--- src/rtl/seq_sub_pkg.sv ---
// Shared constants, mode encodings and FSM state type for the nibble-serial
// subtractor (seq_sub_unit and its helpers).
package seq_sub_pkg;

  localparam int NIB_W   = 4;
  localparam int NUM_NIB = 4;

  localparam logic [1:0] LAST_NIB = 2'(NUM_NIB - 1);

  localparam logic MODE_SUB    = 1'b0;
  localparam logic MODE_PSUBSB = 1'b1;

  localparam logic [15:0] SAT_POS16 = 16'h7FFF;
  localparam logic [15:0] SAT_NEG16 = 16'h8000;
  localparam logic [3:0]  SAT_POS4  = 4'h7;
  localparam logic [3:0]  SAT_NEG4  = 4'h8;

  typedef enum logic [1:0] {
    IDLE = 2'd0,
    BUSY = 2'd1,
    DONE = 2'd2
  } state_t;

endpackage

--- src/rtl/seq_sub_if.sv ---
// Start/done request interface between decode (master) and the serial
// subtractor (slave).
//
// Handshake: start is a one-cycle request, taken only while the unit is idle
// (busy and done both low); A, B and mode are sampled on that same edge. busy
// stays high for the four nibble cycles, then done pulses for one cycle, and
// result/Z/N/V are valid from the done cycle until the next accepted start.
// A start seen while busy or done is dropped, never queued.
interface seq_sub_if;
  logic        start;
  logic        mode;
  logic [15:0] A;
  logic [15:0] B;
  logic        busy;
  logic        done;
  logic [15:0] result;
  logic        Z;
  logic        N;
  logic        V;

  modport master (
    output start, mode, A, B,
    input  busy, done, result, Z, N, V
  );

  modport slave (
    input  start, mode, A, B,
    output busy, done, result, Z, N, V
  );
endinterface

--- src/rtl/seq_sub_nib.sv ---
// One nibble of a - b as a + ~b + cin, with optional signed saturation of the
// nibble result (used for the packed per-nibble subtract).
module seq_sub_nib
  import seq_sub_pkg::*;
(
  input  logic [NIB_W-1:0] a,
  input  logic [NIB_W-1:0] b,
  input  logic             cin,
  input  logic             sat,
  output logic [NIB_W-1:0] s,
  output logic             cout
);

  logic [NIB_W:0]   sum;
  logic [NIB_W-1:0] raw;
  logic             ovf;

  always_comb begin
    sum  = {1'b0, a} + {1'b0, ~b} + {{NIB_W{1'b0}}, cin};
    raw  = sum[NIB_W-1:0];
    cout = sum[NIB_W];
    // Signed overflow: operands of opposite sign and the result sign left a's.
    ovf  = (a[NIB_W-1] != b[NIB_W-1]) && (raw[NIB_W-1] != a[NIB_W-1]);
    s    = raw;
    if (sat && ovf) begin
      s = a[NIB_W-1] ? SAT_NEG4 : SAT_POS4;
    end
  end

endmodule

--- src/rtl/seq_sub_unit.sv ---
// Nibble-serial 16-bit subtractor: SUB (16-bit saturating) or PSUBSB (four
// 4-bit saturating lanes). Flag registers exist only with SEQ_SUB_FLAGS_EN.
module seq_sub_unit
  import seq_sub_pkg::*;
(
  input  logic     clk,
  input  logic     rst_n,
  seq_sub_if.slave bus,
  output state_t   dbg_state
);

  state_t           state_q;
  state_t           state_d;
  logic [15:0]      a_q;
  logic [15:0]      b_q;
  logic [15:0]      result_q;
  logic [15:0]      result_nxt;
  logic [15:0]      result_fin;
  logic             mode_q;
  logic             borrow_q;
  logic [1:0]       idx_q;
  logic [NIB_W-1:0] a_nib;
  logic [NIB_W-1:0] b_nib;
  logic [NIB_W-1:0] nib_s;
  logic             nib_cin;
  logic             nib_sat;
  logic             nib_cout;
  logic             last_nib;
  logic             sub_ovf;

  always_ff @(posedge clk or negedge rst_n) begin
    if (!rst_n) state_q <= IDLE;
    else        state_q <= state_d;
  end

  always_comb begin
    state_d = state_q;
    case (state_q)
      IDLE:    if (bus.start) state_d = BUSY;
      BUSY:    if (last_nib)  state_d = DONE;
      DONE:    state_d = IDLE;
      default: state_d = IDLE;
    endcase
  end

  assign bus.busy  = (state_q == BUSY);
  assign bus.done  = (state_q == DONE);
  assign dbg_state = state_q;

  always_comb begin
    a_nib    = a_q[{idx_q, 2'b00} +: NIB_W];
    b_nib    = b_q[{idx_q, 2'b00} +: NIB_W];
    nib_cin  = (mode_q == MODE_SUB) ? borrow_q : 1'b1;
    nib_sat  = (mode_q == MODE_PSUBSB);
    last_nib = (idx_q == LAST_NIB);
    result_nxt = result_q;
    result_nxt[{idx_q, 2'b00} +: NIB_W] = nib_s;
    // Only meaningful on the last nibble, when result_nxt holds the raw difference.
    sub_ovf    = (mode_q == MODE_SUB) && (a_q[15] != b_q[15]) && (result_nxt[15] != a_q[15]);
    result_fin = sub_ovf ? (a_q[15] ? SAT_NEG16 : SAT_POS16) : result_nxt;
  end

  seq_sub_nib u_nib (
    .a    (a_nib),
    .b    (b_nib),
    .cin  (nib_cin),
    .sat  (nib_sat),
    .s    (nib_s),
    .cout (nib_cout)
  );

  // Saturation is folded into the last nibble's write so result is already
  // final in the cycle done is high.
  always_ff @(posedge clk or negedge rst_n) begin
    if (!rst_n) begin
      a_q      <= '0;
      b_q      <= '0;
      mode_q   <= MODE_SUB;
      idx_q    <= '0;
      borrow_q <= 1'b0;
      result_q <= '0;
    end else begin
      case (state_q)
        IDLE: begin
          if (bus.start) begin
            a_q      <= bus.A;
            b_q      <= bus.B;
            mode_q   <= bus.mode;
            idx_q    <= '0;
            borrow_q <= 1'b1;
          end
        end
        BUSY: begin
          result_q <= last_nib ? result_fin : result_nxt;
          idx_q    <= idx_q + 2'd1;
          if (mode_q == MODE_SUB) borrow_q <= nib_cout;
        end
        default: ;
      endcase
    end
  end

  assign bus.result = result_q;

`ifdef SEQ_SUB_FLAGS_EN
  logic z_q;
  logic n_q;
  logic v_q;

  always_ff @(posedge clk or negedge rst_n) begin
    if (!rst_n) begin
      z_q <= 1'b0;
      n_q <= 1'b0;
      v_q <= 1'b0;
    end else if (state_q == BUSY && last_nib) begin
      z_q <= (result_fin == 16'h0000);
      n_q <= (mode_q == MODE_SUB) && result_fin[15];
      v_q <= sub_ovf;
    end
  end

  assign bus.Z = z_q;
  assign bus.N = n_q;
  assign bus.V = v_q;
`else
  assign bus.Z = 1'b0;
  assign bus.N = 1'b0;
  assign bus.V = 1'b0;
`endif

endmodule

--- src/flat_wrapper.sv ---
// flat-port wrapper written by rule: the top's interface ports become plain ports
module seq_sub_unit_flat import seq_sub_pkg::*;
  (clk, rst_n, dbg_state, bus_start, bus_mode, bus_A, bus_B, bus_busy, bus_done, bus_result, bus_Z, bus_N, bus_V);
  seq_sub_if bus_i ();
  input  logic clk;
  input  logic rst_n;
  output state_t dbg_state;
  input wire logic [$bits(bus_i.start)-1:0] bus_start;
  input wire logic [$bits(bus_i.mode)-1:0] bus_mode;
  input wire logic [$bits(bus_i.A)-1:0] bus_A;
  input wire logic [$bits(bus_i.B)-1:0] bus_B;
  output wire logic [$bits(bus_i.busy)-1:0] bus_busy;
  output wire logic [$bits(bus_i.done)-1:0] bus_done;
  output wire logic [$bits(bus_i.result)-1:0] bus_result;
  output wire logic [$bits(bus_i.Z)-1:0] bus_Z;
  output wire logic [$bits(bus_i.N)-1:0] bus_N;
  output wire logic [$bits(bus_i.V)-1:0] bus_V;
  assign bus_i.start = bus_start;
  assign bus_i.mode = bus_mode;
  assign bus_i.A = bus_A;
  assign bus_i.B = bus_B;
  assign bus_busy = bus_i.busy;
  assign bus_done = bus_i.done;
  assign bus_result = bus_i.result;
  assign bus_Z = bus_i.Z;
  assign bus_N = bus_i.N;
  assign bus_V = bus_i.V;
  seq_sub_unit u_core (.clk(clk), .rst_n(rst_n), .bus(bus_i), .dbg_state(dbg_state));
endmodule
--- config.mk ---
export PLATFORM = sky130hd
export DESIGN_NAME = seq_sub_unit_flat
export DESIGN_NICKNAME = d
export VERILOG_FILES = /design/src/rtl/seq_sub_pkg.sv /design/src/rtl/seq_sub_if.sv /design/src/rtl/seq_sub_nib.sv /design/src/rtl/seq_sub_unit.sv /design/src/flat_wrapper.sv
export SDC_FILE = /design/constraint.sdc
export NUM_CORES = 1
export LEC_CHECK = 0
export BUFFER_PORTS_ARGS = -buffer_cell sky130_fd_sc_hd__buf_2
export CAP_MARGIN = 20
export CORE_ASPECT_RATIO = 2
export CORE_UTILIZATION = 60
export DETAILED_ROUTE_END_ITERATION = 16
export PLACE_DENSITY = 0.85
export SYNTH_ARGS = -nofsm -noshare
export SYNTH_HDL_FRONTEND = slang
export SYNTH_SLANG_ARGS = --single-unit
--- constraint.sdc ---
create_clock -name clk -period 10.7 [get_ports clk]
set_clock_uncertainty 0.2 [all_clocks]
set_input_delay 2.14 -clock clk [delete_from_list [all_inputs] [get_ports clk]]
set_output_delay 2.14 -clock clk [all_outputs]
set_load 0.05 [all_outputs]
==> results.txt <==
The count of buffers added on input and output ports is 55. The count of TritonRoute iterations in the first routing pass was 4. The run gives 0.00557 sq mm as the area of the die. By startpoint and endpoint, the worst setup path is classified as reg2out. Yosys mapped the design onto 51 distinct sky130hd cell types. After clock tree synthesis, the clock-pin slew on the worst setup and hold paths is 0.10 ns.

Global routing consumed, over all layers together, 26.8% of the routing resources. The most common cell in the synthesized netlist is sky130_fd_sc_hd__dfrtp_1. Sorting the synthesized cells by how often they occur yields sky130_fd_sc_hd__dfrtp_1, sky130_fd_sc_hd__mux2_2, sky130_fd_sc_hd__inv_1, sky130_fd_sc_hd__o21ai_0, sky130_fd_sc_hd__o22ai_1.

Data on the critical path is required at its endpoint by 8.36 ns. The terminating pin of the worst hold path was u_core.b_q[6]$_DFFE_PN0P_. Once detail routing completed, the nets flagged for antenna violations numbered 0. The number of pins with negative max-slew slack in the final report is 0, and the antenna diode count is 0.

Counting every instance in the synthesized netlist gives 279. The tools report the first-pass GRT wire length as 11.0 mm. By area the synthesized netlist is led by sky130_fd_sc_hd__dfrtp_1, sky130_fd_sc_hd__mux2_2, sky130_fd_sc_hd__mux4_1. The tools report the final layout net count as 376. The layout has 396 filler cells.

From synthesis to final layout, the design area changed by 12.2%. For the sum of overflow across all layers after global routing, the log shows 0. Summing all non-filler instances in the final layout gives an area of 0.00354 sq mm. Setup violations remaining at the end of the flow were counted as 0.

After detailed routing, the number of remaining DRC violations is 0. Capture instance of the worst register-to-register path: u_core.bus.result[7]$_DFFE_PN0P_. The async set-or-reset flop fraction in the synthesized netlist came out at 100%. TritonCTS built the clock tree.

The total negative slack for setup checks is 0 ns. The dominant synthesized flop cell is sky130_fd_sc_hd__dfrtp_1. The share of synthesized area in the top cell type comes to 42.8%. The count of flip-flops with a built-in enable after synthesis is 0. The per-cell via count in the routed design came out at 6.04. sky130_fd_sc_hd__dfrtp_1 takes more of the synthesized area than any other cell. Synthesis inferred 54 register bits. Setup slack on the worst reg-to-reg path comes out at 6.69 ns. The slew at the pin with the worst max-slew slack was 0.767 ns; the sequential cell area fraction in the yosys report was 42.8%. Each instance of the synthesized netlist takes up on average 11.3 sq um. The arrival time of the worst setup path is 2.10 ns.

For this block, the routed nets add up to 6.45 mm of wire. The worst register-to-register path has a depth of 8. Clock root buffer master: sky130_fd_sc_hd__clkbuf_8. In this run the cell area of the synthesized design comes to 0.00316 sq mm. The clock passes through at most 2 buffers. For the starting density of the core, the log shows 62.0%.

For the post-cts resize count, the log shows 0. The floorplan step set the die width to 53.3 um. Measured against its own limit, the worst slew margin works out to 48.9%. The worst hold path stage count works out to 1. For the placed instance area, the log shows 0.00343 sq mm. The tools report the number of rows created at floorplan as 37. The number of H-tree levels is 2. The core region is 0.00509 sq mm.

The tools report the number of buffers inserted to repair setup after CTS as 0. For this run, the top clock speed supported by timing is 225 MHz. The total via count in the routed design was 2342; the I/O pin count was 59. For the finished layout, the period the worst path requires is 4.44 ns. The final cycle utilization of the critical path is 41.5%. After the first detailed-routing iteration, the DRC count stood at 73. The worst setup path is captured at an output pin. The tools report the final RePlAce weighted congestion as 0.921. For the worst-skew pair, the clock arrives at the later sink with an insertion delay of 0.31 ns. The type of origin of the critical path is a flip-flop. Number of buffers created by CTS: 5.

The die is 105 um tall. After legalization and detailed placement, the total HPWL measured 4.84 mm. The number of antenna violations at the first check in global routing was 0. The maximum fanout along the worst path is 29, and the average detailed-routed wire length per instance is 16.6 um.

Entering global routing, the biggest net connects 55 pins. Hold repair after CTS inserted 0 buffers. The run finished with clean final reports. The number of global-route vias before repair is 2457. The min-delay analysis places its worst path in the category reg2reg. For the count of yosys warnings during synthesis, the log shows 0. Startpoint of the most critical hold path: u_core.b_q[6]$_DFFE_PN0P_. Max-cap violations in this run came to 0. In the final layout, the share of cells above drive strength 1 is 33.9%.

Setup repair after global routing left no endpoint under its margin. The tools report the source of the worst register-to-register timing path as u_core.idx_q[0]$_DFFE_PN0P_. CTS saw 54 sinks. For the number of endpoints with negative hold slack in the final report, the log shows 0.
sequential cells by signal (all words and copies together), names as in the netlist:
| register | flops |
|---|---|
| u_core.a_q | 16 |
| u_core.b_q | 16 |
| u_core.borrow_q | 1 |
| u_core.bus.result | 16 |
| u_core.dbg_state | 2 |
| u_core.idx_q | 2 |
| u_core.mode_q | 1 |
worst max-delay path, stage by stage, from the launching register on:
cell and delay (ns):
sky130_fd_sc_hd__dfrtp_1 0.44, sky130_fd_sc_hd__nand2b_1 0.33, sky130_fd_sc_hd__inv_1 0.62, sky130_fd_sc_hd__buf_2 0.39
how the worst max path moves through the flow:
stage | slack, ns | start | cells after the start | to
CTS | 6.28 | u_core.dbg_state[1]$_DFFE_PN0P_ | 3 | bus_busy
finish | 6.26 | u_core.dbg_state[1]$_DFFE_PN0P_ | 3 | bus_busy
global placement | 6.66 | u_core.dbg_state[1]$_DFFE_PN0P_ | 3 | bus_busy
global route | 6.11 | u_core.dbg_state[1]$_DFFE_PN0P_ | 3 | bus_busy
floorplan | 6.42 | u_core.dbg_state[1]$_DFFE_PN0P_ | 5 | bus_busy
detailed placement | 6.61 | u_core.dbg_state[1]$_DFFE_PN0P_ | 3 | bus_busy
layout make-up:
cell class	count	area (sq um)	share of cell area, %
multi-input cells	182	1610	45.4
clock inverters	2	37.5	1.06
clock buffers	6	72.6	2.05
inverters	29	109	3.07
flip-flops and latches	54	1350	38.2
well taps	58	72.6	2.05
repair buffers	57	290	8.20
metrics by stage:
step	hold slack (ns)	worst slack [ns]	std cells	util, %
floorplan	0.272	6.42	281	-
global placement	0.281	6.66	380	67.4
detailed placement	0.288	6.61	380	67.4
CTS	0.310	6.28	388	69.5
global route	0.321	6.11	388	69.5
finish	0.305	6.26	388	69.5
cells in the final DEF (no fill, tap or decap), types with 3 or more instances in the layout:
master                     synthesis  final
sky130_fd_sc_hd__a21boi_1         10     10
sky130_fd_sc_hd__o21ai_0          24     24
sky130_fd_sc_hd__nor2_1            8      7
sky130_fd_sc_hd__a32oi_1           3      3
sky130_fd_sc_hd__buf_2             4     55
sky130_fd_sc_hd__a21boi_0          5      5
sky130_fd_sc_hd__inv_1            28     28
sky130_fd_sc_hd__mux2_2           33     33
sky130_fd_sc_hd__o22ai_1          22     22
sky130_fd_sc_hd__mux4_1            7      7
sky130_fd_sc_hd__clkbuf_8          0      5
sky130_fd_sc_hd__nand2b_1          4      4
sky130_fd_sc_hd__nand2_1          13     13
sky130_fd_sc_hd__dfrtp_1          54     54
sky130_fd_sc_hd__conb_1            1      3
sky130_fd_sc_hd__a21oi_1           4      4
sky130_fd_sc_hd__ha_1              9      9
sky130_fd_sc_hd__o31ai_1           3      3
cell families (layout without fill, tap and decap cells):
kind of cell             after synthesis  in the layout  synth area share, %
adder cells (fa/ha/maj)               11             11                 4.84
multiplexers                          42             42                 18.8
flip-flops                            54             54                 42.8
XOR/XNOR                               2              2                0.555
other                                  1              3                0.119
buffers and inverters                 45             94                 6.58
AND/OR/NAND/NOR                       41             41                 7.06
AO/OA/AOI/OAI                         83             83                 19.3
per-layer routing:
metal / part of all wire (%) / track usage [%]
met5: 0 / 0
met4: 2.9 / 12.8
met3: 3.7 / 3.64
met2: 58 / 47.5
met1: 35 / 29.4
Power is left out: the tool's default activity adds up to more than one toggle a clock period on the data nets, which glitch-free logic cannot reach.
